## src/rtl/prefetch_pkg.sv

```systemverilog
// Shared types and constants for the instruction prefetch unit.
// No logic; pure declarations.
// No handshakes; consumed by the prefetcher top.
package prefetch_pkg;

  // Fetch FSM: no request, live request, or request whose data is stale
  typedef enum logic [1:0] {
    IDLE = 2'd0,
    REQ  = 2'd1,
    DROP = 2'd2
  } prefetch_state_t;

  // Byte distance between consecutive instruction words
  localparam int INST_BYTES = 4;

endpackage

```

## src/rtl/sync_fifo.sv

```systemverilog
// Circular-buffer FIFO with wrap-around pointers, occupancy count and flush.
// Latency: a pushed word is visible at the head the cycle after the push.
// Backpressure: push when full is accepted only alongside a pop; flush wins.
module sync_fifo #(
  parameter int WIDTH = 64,
  parameter int DEPTH = 4
) (
  input  logic                       clk,
  input  logic                       reset,
  input  logic                       push,
  input  logic [WIDTH-1:0]           push_dat,
  input  logic                       pop,
  output logic [WIDTH-1:0]           head_dat,
  input  logic                       flush,
  output logic                       full,
  output logic                       empty,
  output logic [$clog2(DEPTH+1)-1:0] count
);

  localparam int PTR_W = (DEPTH > 1) ? $clog2(DEPTH) : 1;
  localparam int CNT_W = $clog2(DEPTH + 1);
  localparam logic [CNT_W-1:0] DEPTH_C = CNT_W'(DEPTH);

  logic [WIDTH-1:0] mem [DEPTH];
  logic [PTR_W-1:0] wr_ptr;
  logic [PTR_W-1:0] rd_ptr;
  logic             do_push;
  logic             do_pop;

  assign full     = (count == DEPTH_C);
  assign empty    = (count == '0);
  assign do_pop   = pop && !empty;
  assign do_push  = push && (!full || do_pop);
  assign head_dat = mem[rd_ptr];

  // Pointers wrap naturally because DEPTH is a power of two
  always_ff @(posedge clk) begin
    if (!reset || flush) begin
      wr_ptr <= '0;
      rd_ptr <= '0;
      count  <= '0;
    end else begin
      if (do_push) wr_ptr <= wr_ptr + 1'b1;
      if (do_pop)  rd_ptr <= rd_ptr + 1'b1;
      case ({do_push, do_pop})
        2'b10:   count <= count + 1'b1;
        2'b01:   count <= count - 1'b1;
        default: count <= count;
      endcase
    end
  end

  // Storage is zeroed at reset so the head reads 0 until the first push
  always_ff @(posedge clk) begin
    if (!reset) begin
      for (int i = 0; i < DEPTH; i++) mem[i] <= '0;
    end else if (do_push && !flush) begin
      mem[wr_ptr] <= push_dat;
    end
  end

endmodule

```

## src/rtl/inst_prefetcher.sv

```systemverilog
// Instruction prefetcher: keeps up to DEPTH words in flight ahead of the core.
// Latency: fetched word at queue head one cycle after memory ready; next addr one cycle after ready.
// Backpressure: issue stalls while the queue is full; redirect flushes and drains any stale request.
module inst_prefetcher
  import prefetch_pkg::*;
#(
  parameter int                DEPTH    = 4,
  parameter int                ADDR_W   = 32,
  parameter int                DATA_W   = 32,
  parameter logic [ADDR_W-1:0] RESET_PC = '0
) (
  input  logic                       clk,
  input  logic                       reset,
  output logic [ADDR_W-1:0]          inst_mem_out_addr,
  output logic                       inst_mem_out_valid,
  input  logic [DATA_W-1:0]          inst_mem_out_data,
  input  logic                       inst_mem_out_ready,
  input  logic                       redirect_valid,
  input  logic [ADDR_W-1:0]          redirect_pc,
  output logic                       inst_valid,
  output logic [DATA_W-1:0]          inst_data,
  output logic [ADDR_W-1:0]          inst_pc,
  input  logic                       inst_ready,
  output logic [$clog2(DEPTH+1)-1:0] occupancy
);

  localparam int CNT_W = $clog2(DEPTH + 1);
  localparam logic [CNT_W-1:0]  DEPTH_C = CNT_W'(DEPTH);
  localparam logic [ADDR_W-1:0] STEP    = ADDR_W'(INST_BYTES);

  prefetch_state_t            state;
  logic                       req_vld;
  logic [ADDR_W-1:0]          fetch_pc;
  logic [ADDR_W-1:0]          pend_pc;
  logic [ADDR_W-1:0]          redirect_aligned;
  logic                       mem_done;
  logic                       do_push;
  logic                       do_pop;
  logic                       fifo_empty;
  logic                       fifo_full;
  logic                       has_room;
  logic [CNT_W-1:0]           occ_next;
  logic [ADDR_W+DATA_W-1:0]   head_dat;

  assign redirect_aligned = redirect_pc & ~ADDR_W'(3);
  assign mem_done         = req_vld && inst_mem_out_ready;
  // Redirect owns the queue that cycle: no push, no pop, just clear
  assign do_push          = (state == REQ) && inst_mem_out_ready && !redirect_valid;
  assign do_pop           = inst_valid && inst_ready && !redirect_valid;

  // Occupancy after this cycle's push/pop decides whether to keep fetching
  always_comb begin
    occ_next = occupancy;
    if (do_push && !do_pop)      occ_next = occupancy + 1'b1;
    else if (!do_push && do_pop) occ_next = occupancy - 1'b1;
  end

  assign has_room = (occ_next < DEPTH_C);

  // Fetch FSM with registered request valid; address only moves on ready or while idle
  always_ff @(posedge clk) begin
    if (!reset) begin
      state    <= IDLE;
      req_vld  <= 1'b0;
      fetch_pc <= RESET_PC;
      pend_pc  <= RESET_PC;
    end else if (redirect_valid) begin
      if (state == IDLE || mem_done) begin
        state    <= REQ;
        req_vld  <= 1'b1;
        fetch_pc <= redirect_aligned;
      end else begin
        state   <= DROP;
        pend_pc <= redirect_aligned;
      end
    end else begin
      case (state)
        IDLE: begin
          if (!fifo_full || do_pop) begin
            state   <= REQ;
            req_vld <= 1'b1;
          end
        end
        REQ: begin
          if (inst_mem_out_ready) begin
            fetch_pc <= fetch_pc + STEP;
            state    <= has_room ? REQ : IDLE;
            req_vld  <= has_room;
          end
        end
        DROP: begin
          if (inst_mem_out_ready) begin
            fetch_pc <= pend_pc;
            state    <= has_room ? REQ : IDLE;
            req_vld  <= has_room;
          end
        end
        default: begin
          state   <= IDLE;
          req_vld <= 1'b0;
        end
      endcase
    end
  end

  assign inst_mem_out_addr  = fetch_pc;
  assign inst_mem_out_valid = req_vld;

  sync_fifo #(
    .WIDTH (ADDR_W + DATA_W),
    .DEPTH (DEPTH)
  ) u_queue (
    .clk      (clk),
    .reset    (reset),
    .push     (do_push),
    .push_dat ({fetch_pc, inst_mem_out_data}),
    .pop      (do_pop),
    .head_dat (head_dat),
    .flush    (redirect_valid),
    .full     (fifo_full),
    .empty    (fifo_empty),
    .count    (occupancy)
  );

  assign inst_valid = !fifo_empty;
  assign inst_pc    = head_dat[ADDR_W+DATA_W-1:DATA_W];
  assign inst_data  = head_dat[DATA_W-1:0];

endmodule
```

## config.mk

```make
export PLATFORM = sky130hd
export DESIGN_NAME = inst_prefetcher
export DESIGN_NICKNAME = d
export VERILOG_FILES = /design/src/rtl/prefetch_pkg.sv /design/src/rtl/sync_fifo.sv /design/src/rtl/inst_prefetcher.sv
export SDC_FILE = /design/constraint.sdc
export NUM_CORES = 1
export LEC_CHECK = 0
export ABC_AREA = 1
export CORE_ASPECT_RATIO = 0.9
export CORE_MARGIN = 8
export CORE_UTILIZATION = 61
export DETAILED_ROUTE_END_ITERATION = 16
export HOLD_SLACK_MARGIN = 0.12
export PLACE_DENSITY = 0.87
export SYNTH_ARGS = -nofsm -noshare
export SYNTH_HDL_FRONTEND = slang
export SYNTH_SLANG_ARGS = --single-unit
```

## constraint.sdc

```tcl
create_clock -name clk -period 11.45 [get_ports clk]
set_input_delay 2.29 -clock clk [delete_from_list [all_inputs] [get_ports clk]]
set_output_delay 2.29 -clock clk [all_outputs]
set_load 0.1 [all_outputs]
```

==> results of run 1 <==
## through the flow
step / worst slack, ps / area [sq um]
CTS: 5020 / 18200
finish: 5010 / 18200
detailed placement: 5420 / 17200
floorplan: 3570 / 15400
global placement: 5500 / 17200
global route: 4790 / 18200
## final cells by class
| type | instances | area [sq um] |
|---|---|---|
| tap | 342 | 428 |
| fill | 1758 | 6680 |
| clock inverter | 15 | 169 |
| multi-input combinational | 1064 | 5380 |
| sequential | 324 | 9010 |
| timing repair buffer | 182 | 1780 |
| inverter | 146 | 552 |
| clock buffer | 44 | 910 |
## metal layers
layer | wire length (um) | vias up | share of wire, %
met5 | 0 | - | 0
met4 | 755 | 0 | 1.9
met3 | 3680 | 71 | 9.5
met2 | 19000 | 576 | 49
met1 | 15400 | 5646 | 40
li1 | - | 5688 | -
## Yosys cell counts, types with 4 or more instances
master and count:
nor2_8 21, edfxtp_1 252, buf_2 5, nor2_1 374, ha_1 9, xor2_1 10
nor2_2 21, o21ai_0 194, nand2_4 22, a21oi_1 105, inv_1 120, buf_1 7
o22ai_1 63, buf_12 4, dfxtp_1 72, clkbuf_1 79, nand2_1 195, nand3_1 23
inv_2 23
## power groups by stage
stage          registers, mW  logic [mW]  clock network (mW)
6_report                1.39       0.582                1.07
2_1_floorplan           1.51       0.327                   0
4_1_cts                 1.39       0.581                1.09
5_1_grt                 1.40       0.613                1.13
3_3_place_gp            1.41       0.570                   0
3_5_place_dp            1.41       0.578                   0
## registers in the layout, indices dropped and copies added, names as in the netlist, named ones only
register / count
pend_pc: 30
inst_mem_out_addr: 30
u_queue.mem: 252
state: 2
u_queue.rd_ptr: 2
u_queue.count: 3
u_queue.wr_ptr: 2
inst_mem_out_valid: 1
## worst max-delay path, cell delays in order, from the launching register on
cell and delay (ps):
dfxtp_4 720, clkinv_2 780, buf_4 600, o21ai_0 290, o22ai_1 170, clkdlybuf4s50_1 1000
## how the worst max path moves through the flow
stage,from,end,slack [ps]
after floorplan,redirect_valid,u_queue.mem[0][0]$_SDFFCE_PN0P_,3570
after global placement,redirect_valid,u_queue.mem[2][34]$_SDFFCE_PN0P_,5500
after detailed placement,redirect_valid,u_queue.mem[1][36]$_SDFFCE_PN0P_,5420
after CTS,flop,inst_pc[24],5020
after global routing,flop,inst_pc[24],4790
final,flop,inst_pc[24],5010
## cell families (layout without fill, tap and decap cells)
logic type | after synthesis | count (layout)
other | 1 | 6
xor gates and xnor gates | 13 | 13
adders and majority gates | 9 | 9
AOI/OAI and AO/OA | 374 | 374
buffers and inverters | 245 | 387
and+or+nand+nor | 662 | 662
DFF | 324 | 324
==> reports/metrics.csv, run 1 <==
stage,metric,value,unit
run_status,status,"finished, final reports clean",
timing,Setup TNS,0,ps
placed_design,Final HPWL DP,22.9,mm
synth,"FF+latch count, synth",324,
global_route,largest net degree at the start of global routing,67,
synth,post-synthesis compound-gate area fraction,12.9,%
timing,worst slew pin tran,1100,ps
cts,TritonCTS clock tree,built,
synth,asr flop ratio synth,0,%
synth,Mean Syn Cell Area,9.42,sq um
cts,CTS Buffer Depth,3,
placed_design,GP Congestion,0.902,
synth,Post-Synth Adder-Cell Area,0.734,%
routing,DR pass1 iterations,6,
layout,Util after Layout,73.2,%
worst_setup_path,R2R setup slack,8130,ps
global_route,total grt overflow,0,
routing,DRC Markers,0,
timing,Slew HR,26.8,%
timing,Period minus WS final,6440,ps
cts,clk sinks,324,
synth,post-synth top area share,49.3,%
floorplanning,die width,183,um
floorplanning,Die Height,166,um
cts,Clock Latency Late Sink,530,ps
min_path,Hold Path End,pend_pc[8]$_SDFFE_PN0P_,
timing,Slew Limit Fails,0,
pwr,Overall Power,3.05,mW
layout,Syn-to-layout area delta,18.9,%
timing,Setup Viol. Count Final,0,
synth,commonest register cell after synthesis,edfxtp_1,
cts,H-tree depth,2,
floorplanning,Core ar.,0.0249,sq mm
cts,CTS buffer count,34,
synth,"EDFF count, synth",252,
pwr,Clk pwr share,35.2,%
min_path,Worst Hold Launch,pend_pc[8]$_SDFFE_PN0P_,
pwr,pwr dens,167,mW/mm^2
pwr,Reg power frac,45.7,%
synth,"area leader, netlist",edfxtp_1,
worst_setup_path,RR Startpoint,u_queue.count[0]$_SDFFE_PP0P_,
global_route,GRT Overall Usage,24.9,%
synth,post-synthesis sequential area ratio,58.7,%
global_route,antenna violations before repair,0,
worst_setup_path,Reg2Reg Depth,12,
routing,post-DR wirelength/cell,18.3,um
cts,setup bufs post-CTS,0,
synth,Synth Warn #,0,
cts,hold_buf cts,0,
timing,RSZ-0062 raised after global routing,false,
layout,layout cell share with drive strength beyond 1,9.35,%
routing,DR vias/cell,5.66,
timing,Final Skew,24.1,ps
layout,Non-Filler Instances,2117,
floorplanning,row count,55,
layout,"most common cell after layout, fill and taps aside",nor2_1,
layout,Final nets,1830,
placed_design,Port-buffer cells,165,
floorplanning,Initial Util,61.6,%
timing,"Hold Vio Cnt, Final",0,
worst_setup_path,critical path startpoint category,flop,
worst_setup_path,FF-to-FF End,u_queue.mem[1][36]$_SDFFCE_PN0P_,
pwr,VDD IR-drop max,0.119,mV
pwr,P_int,2.11,mW
synth,xor and xnor fraction of the mapped netlist area,0.742,%
synth,Unique masters post-synth,39,
global_route,gr busiest metal,met2,
timing,Peak Freq,0.155,GHz
global_route,GR Layer Usage met1,32.1,%
synth,Gate Count Post-Synth,1628,
floorplanning,die area,0.0305,sq mm
worst_setup_path,worst endpoint required time,9160,ps
routing,Post-Route WL,38.8,mm
run,Max Cap Violations,0,
pwr,switching power,0.940,mW
timing,period utilization,56.2,%
worst_setup_path,CP Class,flop to output port,
pwr,Sw Share,30.8,%
routing,Antenna Nets Post-Route,0,
worst_setup_path,crit-path max FO,66,
layout,n_diodes,0,
global_route,first-pass GRT wire length,60.8,mm
global_route,GRT met3 Usage,4.68,%
cts,post_cts resized,0,
routing,DRT iter0 DRCs,1379,
cts,root buffer cell,clkbuf_16,
timing,worst hold slack,456,ps
cts,"Reg clk slew, reported paths",60,ps
layout,"commonest non-fill, non-tap cells in the layout","nor2_1, edfxtp_1, nand2_1",
worst_setup_path,CP endpoint kind,output port,
placed_design,Placed Cells,2058,
global_route,GRT met2 Usage,42.6,%
synth,Post-Synth Simple-Gate Area,20.3,%
worst_setup_path,arrival time at the worst endpoint,4150,ps
floorplanning,io pins,170,
global_route,vias in the first global route,11600,
synth,top post-synthesis cells by area,"edfxtp_1, dfxtp_1, nor2_1, o21ai_0, nand2_1",
synth,post-synthesis mux area share,0,%
pwr,Logic pwr share,19.1,%
routing,vias,12000,
synth,mapped cell area,0.0153,sq mm
pwr,Static Leakage,7.52,nW
min_path,worst hold stages,2,
synth,largest family of logic cells by synthesized area,simple AND/OR/NAND/NOR gates,
min_path,Worst Hold Class,flop to flop,
Note: power is estimated with default switching activity, not from simulation.
==> run 2, diff against run 1 <==
CORE_UTILIZATION = 57   (was 61)
PLACE_DENSITY = 0.83   (was 0.87)
clock period = 6.5 ns   (was 11.45 ns; I/O delays follow)
==> run 2 against run 1 <==
Compared with the run above: non-clock buffer count is 1 higher; combinational power is 75% higher; highest routed layer unchanged; worst setup slack worse by 3900 ps; largest power group unchanged; flip-flop and latch count stayed put; hold slack better by 3.0 ps; largest cell class unchanged; utilization is 4.7 points lower; total power is 78% higher.
==> reports/metrics.csv, run 2 (synthesized netlist as in run 1, its figures left out) <==
stage,metric,value,unit,change
timing,Setup TNS,0,ps,unchanged
global_route,vias in the first global route,11800,,+1.6%
worst_setup_path,worst endpoint required time,5200,ps,-3960 ps
routing,DR pass1 iterations,6,,unchanged
worst_setup_path,number of cells on the critical path,5,,unchanged
worst_setup_path,critical path startpoint category,flop,,
placed_design,Port-buffer cells,165,,unchanged
cts,CTS buffer count,34,,unchanged
worst_setup_path,RR Startpoint,u_queue.count[0]$_SDFFE_PP0P_,,
cts,setup bufs post-CTS,0,,unchanged
routing,post-DR wirelength/cell,18.1,um,-1.2%
placed_design,GP Congestion,0.904,,+0.17%
routing,vias,11900,,-0.89%
cts,clk sinks,324,,unchanged
timing,Final Skew,13.1,ps,-11.0 ps
placed_design,Final HPWL DP,23.3,mm,+1.5%
floorplanning,Die Height,172,um,+3.1%
layout,"most common cell after layout, fill and taps aside",nor2_1,,
cts,TritonCTS clock tree,built,,
cts,CTS Buffer Depth,3,,unchanged
timing,"Hold Vio Cnt, Final",0,,unchanged
worst_setup_path,cell family with most CP delay,buffers and inverters,,
global_route,GR Layer Usage met1,30.5,%,-1.6 points
worst_setup_path,CP max stage cell,clkinv_2,,
global_route,GRT Overall Usage,23.6,%,-1.3 points
worst_setup_path,arrival time at the worst endpoint,4130,ps,-20 ps
global_route,antenna violations before repair,0,,unchanged
routing,DR vias/cell,5.57,,-1.5%
run_status,status,"finished, final reports clean",,
worst_setup_path,CP Class,flop to output port,,
pwr,Overall Power,5.44,mW,+78%
routing,Post-Route WL,38.6,mm,-0.59%
pwr,pwr dens,297,mW/mm^2,+78%
global_route,GRT met3 Usage,4.88,%,+0.21 points
layout,"commonest non-fill, non-tap cells in the layout","nor2_1, edfxtp_1, nand2_1",,
layout,max FFs per register,252,,unchanged
floorplanning,Core ar.,0.0267,sq mm,+7.4%
cts,Clock Latency Late Sink,510,ps,-20 ps
floorplanning,Initial Util,57.4,%,-4.2 points
cts,hold_buf cts,0,,unchanged
pwr,VDD IR-drop max,0.192,mV,+61%
floorplanning,die width,189,um,+3.2%
layout,Final nets,1831,,+0.055%
pwr,Static Leakage,7.56,nW,+0.44%
global_route,gr busiest metal,met2,,
timing,Slew HR,23.2,%,-3.7 points
worst_setup_path,crit-path max cell delay,990,ps,about the same
worst_setup_path,CP cell instances,clkinv_2 -> buf_4 -> o21ai_0 -> o22ai_1 -> clkdlybuf4s50_1,,
worst_setup_path,CP endpoint kind,output port,,
worst_setup_path,worst path buffer plus inverter count,3,,unchanged
global_route,largest net degree at the start of global routing,83,,+24%
global_route,total grt overflow,0,,unchanged
timing,Slew Limit Fails,0,,unchanged
floorplanning,io pins,170,,unchanged
cts,H-tree depth,2,,unchanged
worst_setup_path,Reg2Reg Depth,11,,-1
timing,Peak Freq,0.184,GHz,
timing,RSZ-0062 raised after global routing,false,,
floorplanning,row count,57,,+3.6%
global_route,GRT met2 Usage,40.2,%,-2.5 points
layout,Syn-to-layout area delta,19.4,%,
worst_setup_path,crit-path max FO,82,,+24%
min_path,Worst Hold Class,flop to flop,,
min_path,worst hold stages,2,,unchanged
floorplanning,die area,0.0324,sq mm,+6.4%
timing,worst slew pin tran,1150,ps,+56.7 ps
layout,n_diodes,0,,unchanged
placed_design,area of placed instances,0.0172,sq mm,+0.16%
cts,"Reg clk slew, reported paths",60,ps,about the same
layout,Top reg by flops,u_queue.mem,,
routing,DRT iter0 DRCs,1336,,-3.1%
routing,Antenna Nets Post-Route,0,,unchanged
min_path,Worst Hold Launch,pend_pc[4]$_SDFFE_PN0P_,,
timing,Period minus WS final,5430,ps,
layout,post-route cell area,0.0183,sq mm,+0.44%
cts,root buffer cell,clkbuf_16,,
cts,post_cts resized,0,,unchanged
layout,layout cell share with drive strength beyond 1,9.96,%,+0.61 points
global_route,first-pass GRT wire length,61.6,mm,+1.3%
timing,Setup Viol. Count Final,0,,unchanged
routing,DRC Markers,0,,unchanged
timing,period utilization,83.5,%,
run,Max Cap Violations,0,,unchanged
[run 2: cell count changes in the layout (fill, tap and decap cells not counted), moves of 2 or more]
cell,delta
clkinv_1,-2
clkbuf_1,-7
clkinv_8,-2
clkinvlp_4,+4
clkbuf_8,+5
[run 2: layer usage]
layer,share of wire [%],up-vias
met3,10,61
met5,0,-
met2,48,589
met4,1.9,0
li1,-,5694
met1,40,5530
[run 2: power breakdown]
group	internal, mW	total (mW)	switching, mW
Sequential	2.36	2.45	0.0919
Combinational	0.242	1.02	0.781
Clock	1.17	1.96	0.794
[run 2: metrics by stage]
stage                     std cells  utilization [%]  worst slack, ps  hold slack (ps)
final                          2131             68.5             1070              459
after global placement         2071             64.2             1650              440
after detailed placement       2071             64.2             1580              451
after CTS                      2131             68.5             1050              460
after floorplan                1633                -             -586              425
after global routing           2131             68.5              807              491
[run 2: worst reg2reg max path, stage by stage (launching register included)]
cell and delay (ps):
dfxtp_1 340, inv_1 90, ha_1 240, nand2_4 90, nand3_4 80, nand3_2 110, nand2_4 200, nor2_8 60
inv_4 730, nor2_1 280, inv_1 170, nor2_1 50
[run 2: worst paths after layout]
path,endpoint,slack [ps]
max,inst_data[4],1070
min reg2reg,pend_pc[4]$_SDFFE_PN0P_,460
max reg2reg,u_queue.mem[2][34]$_SDFFCE_PN0P_,3790
min,pend_pc[4]$_SDFFE_PN0P_,460
[run 2: final cells by class]
class	instances	area (sq um)
clock inverters	17	174
flip-flops and latches	324	9010
well taps	354	443
fillers	2025	8430
multi-input cells	1064	5390
inverters	146	552
clock buffers	43	957
repair buffers	183	1790
==> run 3, diff against run 2 <==
clock period = 5.35 ns   (was 6.5 ns; I/O delays follow)
==> run 3 against run 2 <==
Compared with the run above: total power up 18%; wire length up 0.20%; utilization down 0.38 points; global-route usage down 0.37 points; cell area down 0.56%; worst setup slack worse by 460 ps; hold slack worse by 4.8 ps; sequential power up 22%; cell count about the same; die area unchanged; critical path type unchanged.
==> reports/metrics.csv, run 3 (synthesized netlist as in run 1, its figures left out) <==
stage,metric,value,unit,change
run_status,status,"finished, final reports clean",,
worst_setup_path,crit-path max cell delay,980,ps,about the same
cts,TritonCTS clock tree,built,,
timing,RSZ-0062 raised after global routing,false,,
routing,vias,11900,,+0.35%
worst_setup_path,R2R setup slack,2640,ps,-1150 ps
floorplanning,Initial Util,57.4,%,unchanged
routing,DRT iter0 DRCs,1244,,-6.9%
layout,layout cell share with drive strength beyond 1,10.7,%,+0.72 points
min_path,Hold Path End,pend_pc[8]$_SDFFE_PN0P_,,
routing,DR pass1 iterations,6,,unchanged
min_path,Worst Hold Class,flop to flop,,
timing,min setup slack post-route,615,ps,-460 ps
cts,setup bufs post-CTS,0,,unchanged
global_route,total grt overflow,0,,unchanged
placed_design,GP Congestion,0.899,,-0.46%
cts,clk sinks,324,,unchanged
cts,hold_buf cts,0,,unchanged
global_route,first-pass GRT wire length,60.7,mm,-1.6%
placed_design,dpl ws,1220,ps,-354 ps
worst_setup_path,RR Startpoint,u_queue.count[0]$_SDFFE_PP0P_,,
worst_setup_path,cell family with most CP delay,buffers and inverters,,
min_path,worst hold stages,2,,unchanged
cts,CTS Buffer Depth,3,,unchanged
worst_setup_path,CP max stage cell,clkdlybuf4s50_1,,
worst_setup_path,worst endpoint required time,4280,ps,-920 ps
pwr,Overall Power,6.43,mW,+18%
layout,Final nets,1836,,+0.27%
floorplanning,Die Height,172,um,unchanged
routing,post-DR wirelength/cell,18.1,um,+0.10%
pwr,pwr dens,353,mW/mm^2,+19%
timing,"Hold Vio Cnt, Final",0,,unchanged
cts,H-tree depth,2,,unchanged
layout,max FFs per register,252,,unchanged
layout,n_diodes,0,,unchanged
worst_setup_path,CP cell instances,clkinv_2 -> buf_12 -> o21ai_0 -> o22ai_1 -> clkdlybuf4s50_1,,
timing,Slew Limit Fails,0,,unchanged
cts,"Reg clk slew, reported paths",60,ps,about the same
worst_setup_path,FF-to-FF End,u_queue.mem[2][8]$_SDFFCE_PN0P_,,
timing,Final Skew,13.5,ps,+0.396 ps
global_route,vias in the first global route,11600,,-1.7%
routing,DR vias/cell,5.59,,+0.26%
floorplanning,io pins,170,,unchanged
pwr,VDD IR-drop max,0.268,mV,+39%
floorplanning,die area,0.0324,sq mm,unchanged
worst_setup_path,Reg2Reg Depth,10,,-1
timing,Peak Freq,0.211,GHz,
run,Max Cap Violations,0,,unchanged
timing,worst slew pin tran,1050,ps,-98.3 ps
min_path,Worst Hold Launch,pend_pc[8]$_SDFFE_PN0P_,,
worst_setup_path,critical path startpoint category,flop,,
routing,Antenna Nets Post-Route,0,,unchanged
routing,Post-Route WL,38.7,mm,+0.20%
worst_setup_path,CP Class,flop to output port,,
placed_design,Final HPWL DP,23.5,mm,+0.89%
worst_setup_path,CP endpoint kind,output port,,
layout,"commonest non-fill, non-tap cells in the layout","nor2_1, edfxtp_1, nand2_1",,
global_route,largest net degree at the start of global routing,95,,+14%
layout,"most common cell after layout, fill and taps aside",nor2_1,,
floorplanning,die width,189,um,unchanged
pwr,Static Leakage,7.58,nW,+0.26%
timing,Setup Viol. Count Final,0,,unchanged
cts,CTS buffer count,34,,unchanged
worst_setup_path,worst path buffer plus inverter count,3,,unchanged
floorplanning,Core ar.,0.0267,sq mm,unchanged
cts,root buffer cell,clkbuf_16,,
timing,period utilization,88.5,%,
placed_design,Port-buffer cells,165,,unchanged
global_route,antenna violations before repair,0,,unchanged
cts,post_cts resized,0,,unchanged
timing,Slew HR,29.5,%,+6.3 points
floorplanning,row count,57,,unchanged
worst_setup_path,crit-path max FO,94,,+15%
global_route,GRT Overall Usage,23.3,%,-0.37 points
routing,DRC Markers,0,,unchanged
timing,Period minus WS final,4740,ps,
worst_setup_path,arrival time at the worst endpoint,3670,ps,-460 ps
layout,Top reg by flops,u_queue.mem,,
cts,Clock Latency Late Sink,510,ps,about the same
layout,Syn-to-layout area delta,18.7,%,
## run 3: cell types whose count changed in the layout (fill, tap and decap cells not counted), sizes merged
cell and delta:
bufinv -2, clkdlybuf4s50 -20, inv -1, clkbuf +3, buf +25, clkinv +2, clkinvlp -5
## run 3: area by class of cell
cell class	instances	area, sq um
repair buffers	188	1800
flip-flops and latches	324	9010
clock inverters	11	78.8
multi-input cells	1064	5390
inverters	146	552
clock buffers	46	940
fillers	2045	8530
well taps	354	443
## run 3: layer usage
layer / share of wire (%) / GRT usage, % / vias up
li1: - / - / 5684
met1: 41 / 29.8 / 5611
met2: 48 / 39.6 / 552
met3: 8.6 / 4.36 / 69
met4: 2.5 / 7.50 / 0
met5: 0 / 0 / -
## run 3: worst min-delay path: cells and delay by family, from the launching register on
family / cells / cell delay (ps)
flip-flops: 1 / 300
buffers and inverters: 1 / 60
AO/OA/AOI/OAI: 1 / 50
## run 3: how the worst max path moves through the flow
| stage | depth (start not counted) | end | start |
|---|---|---|---|
| after global routing | 5 | inst_pc[2] | flop |
| after floorplan | 7 | u_queue.mem[2][0]$_SDFFCE_PN0P_ | u_queue.count[0]$_SDFFE_PP0P_ |
| final | 5 | inst_data[30] | flop |
| after CTS | 5 | inst_data[30] | flop |
| after global placement | 5 | inst_pc[11] | flop |
| after detailed placement | 5 | inst_data[10] | flop |
## run 3: metrics by stage
stage,instance area [sq um],utilization (%),TNS [ps],instances,hold slack [ps]
global route,18200,68.1,0,2133,466
global placement,17200,64.3,0,2076,438
CTS,18200,68.1,0,2133,458
detailed placement,17200,64.3,0,2076,448
floorplan,15400,-,-6310,1633,425
finish,18200,68.1,0,2133,454
## run 3: power breakdown
group | total [mW] | switching, mW | internal [mW]
combinational | 1.25 | 0.951 | 0.295
sequential | 2.98 | 0.111 | 2.87
clock | 2.21 | 0.928 | 1.28
total | 6.43 | 1.99 | 4.44
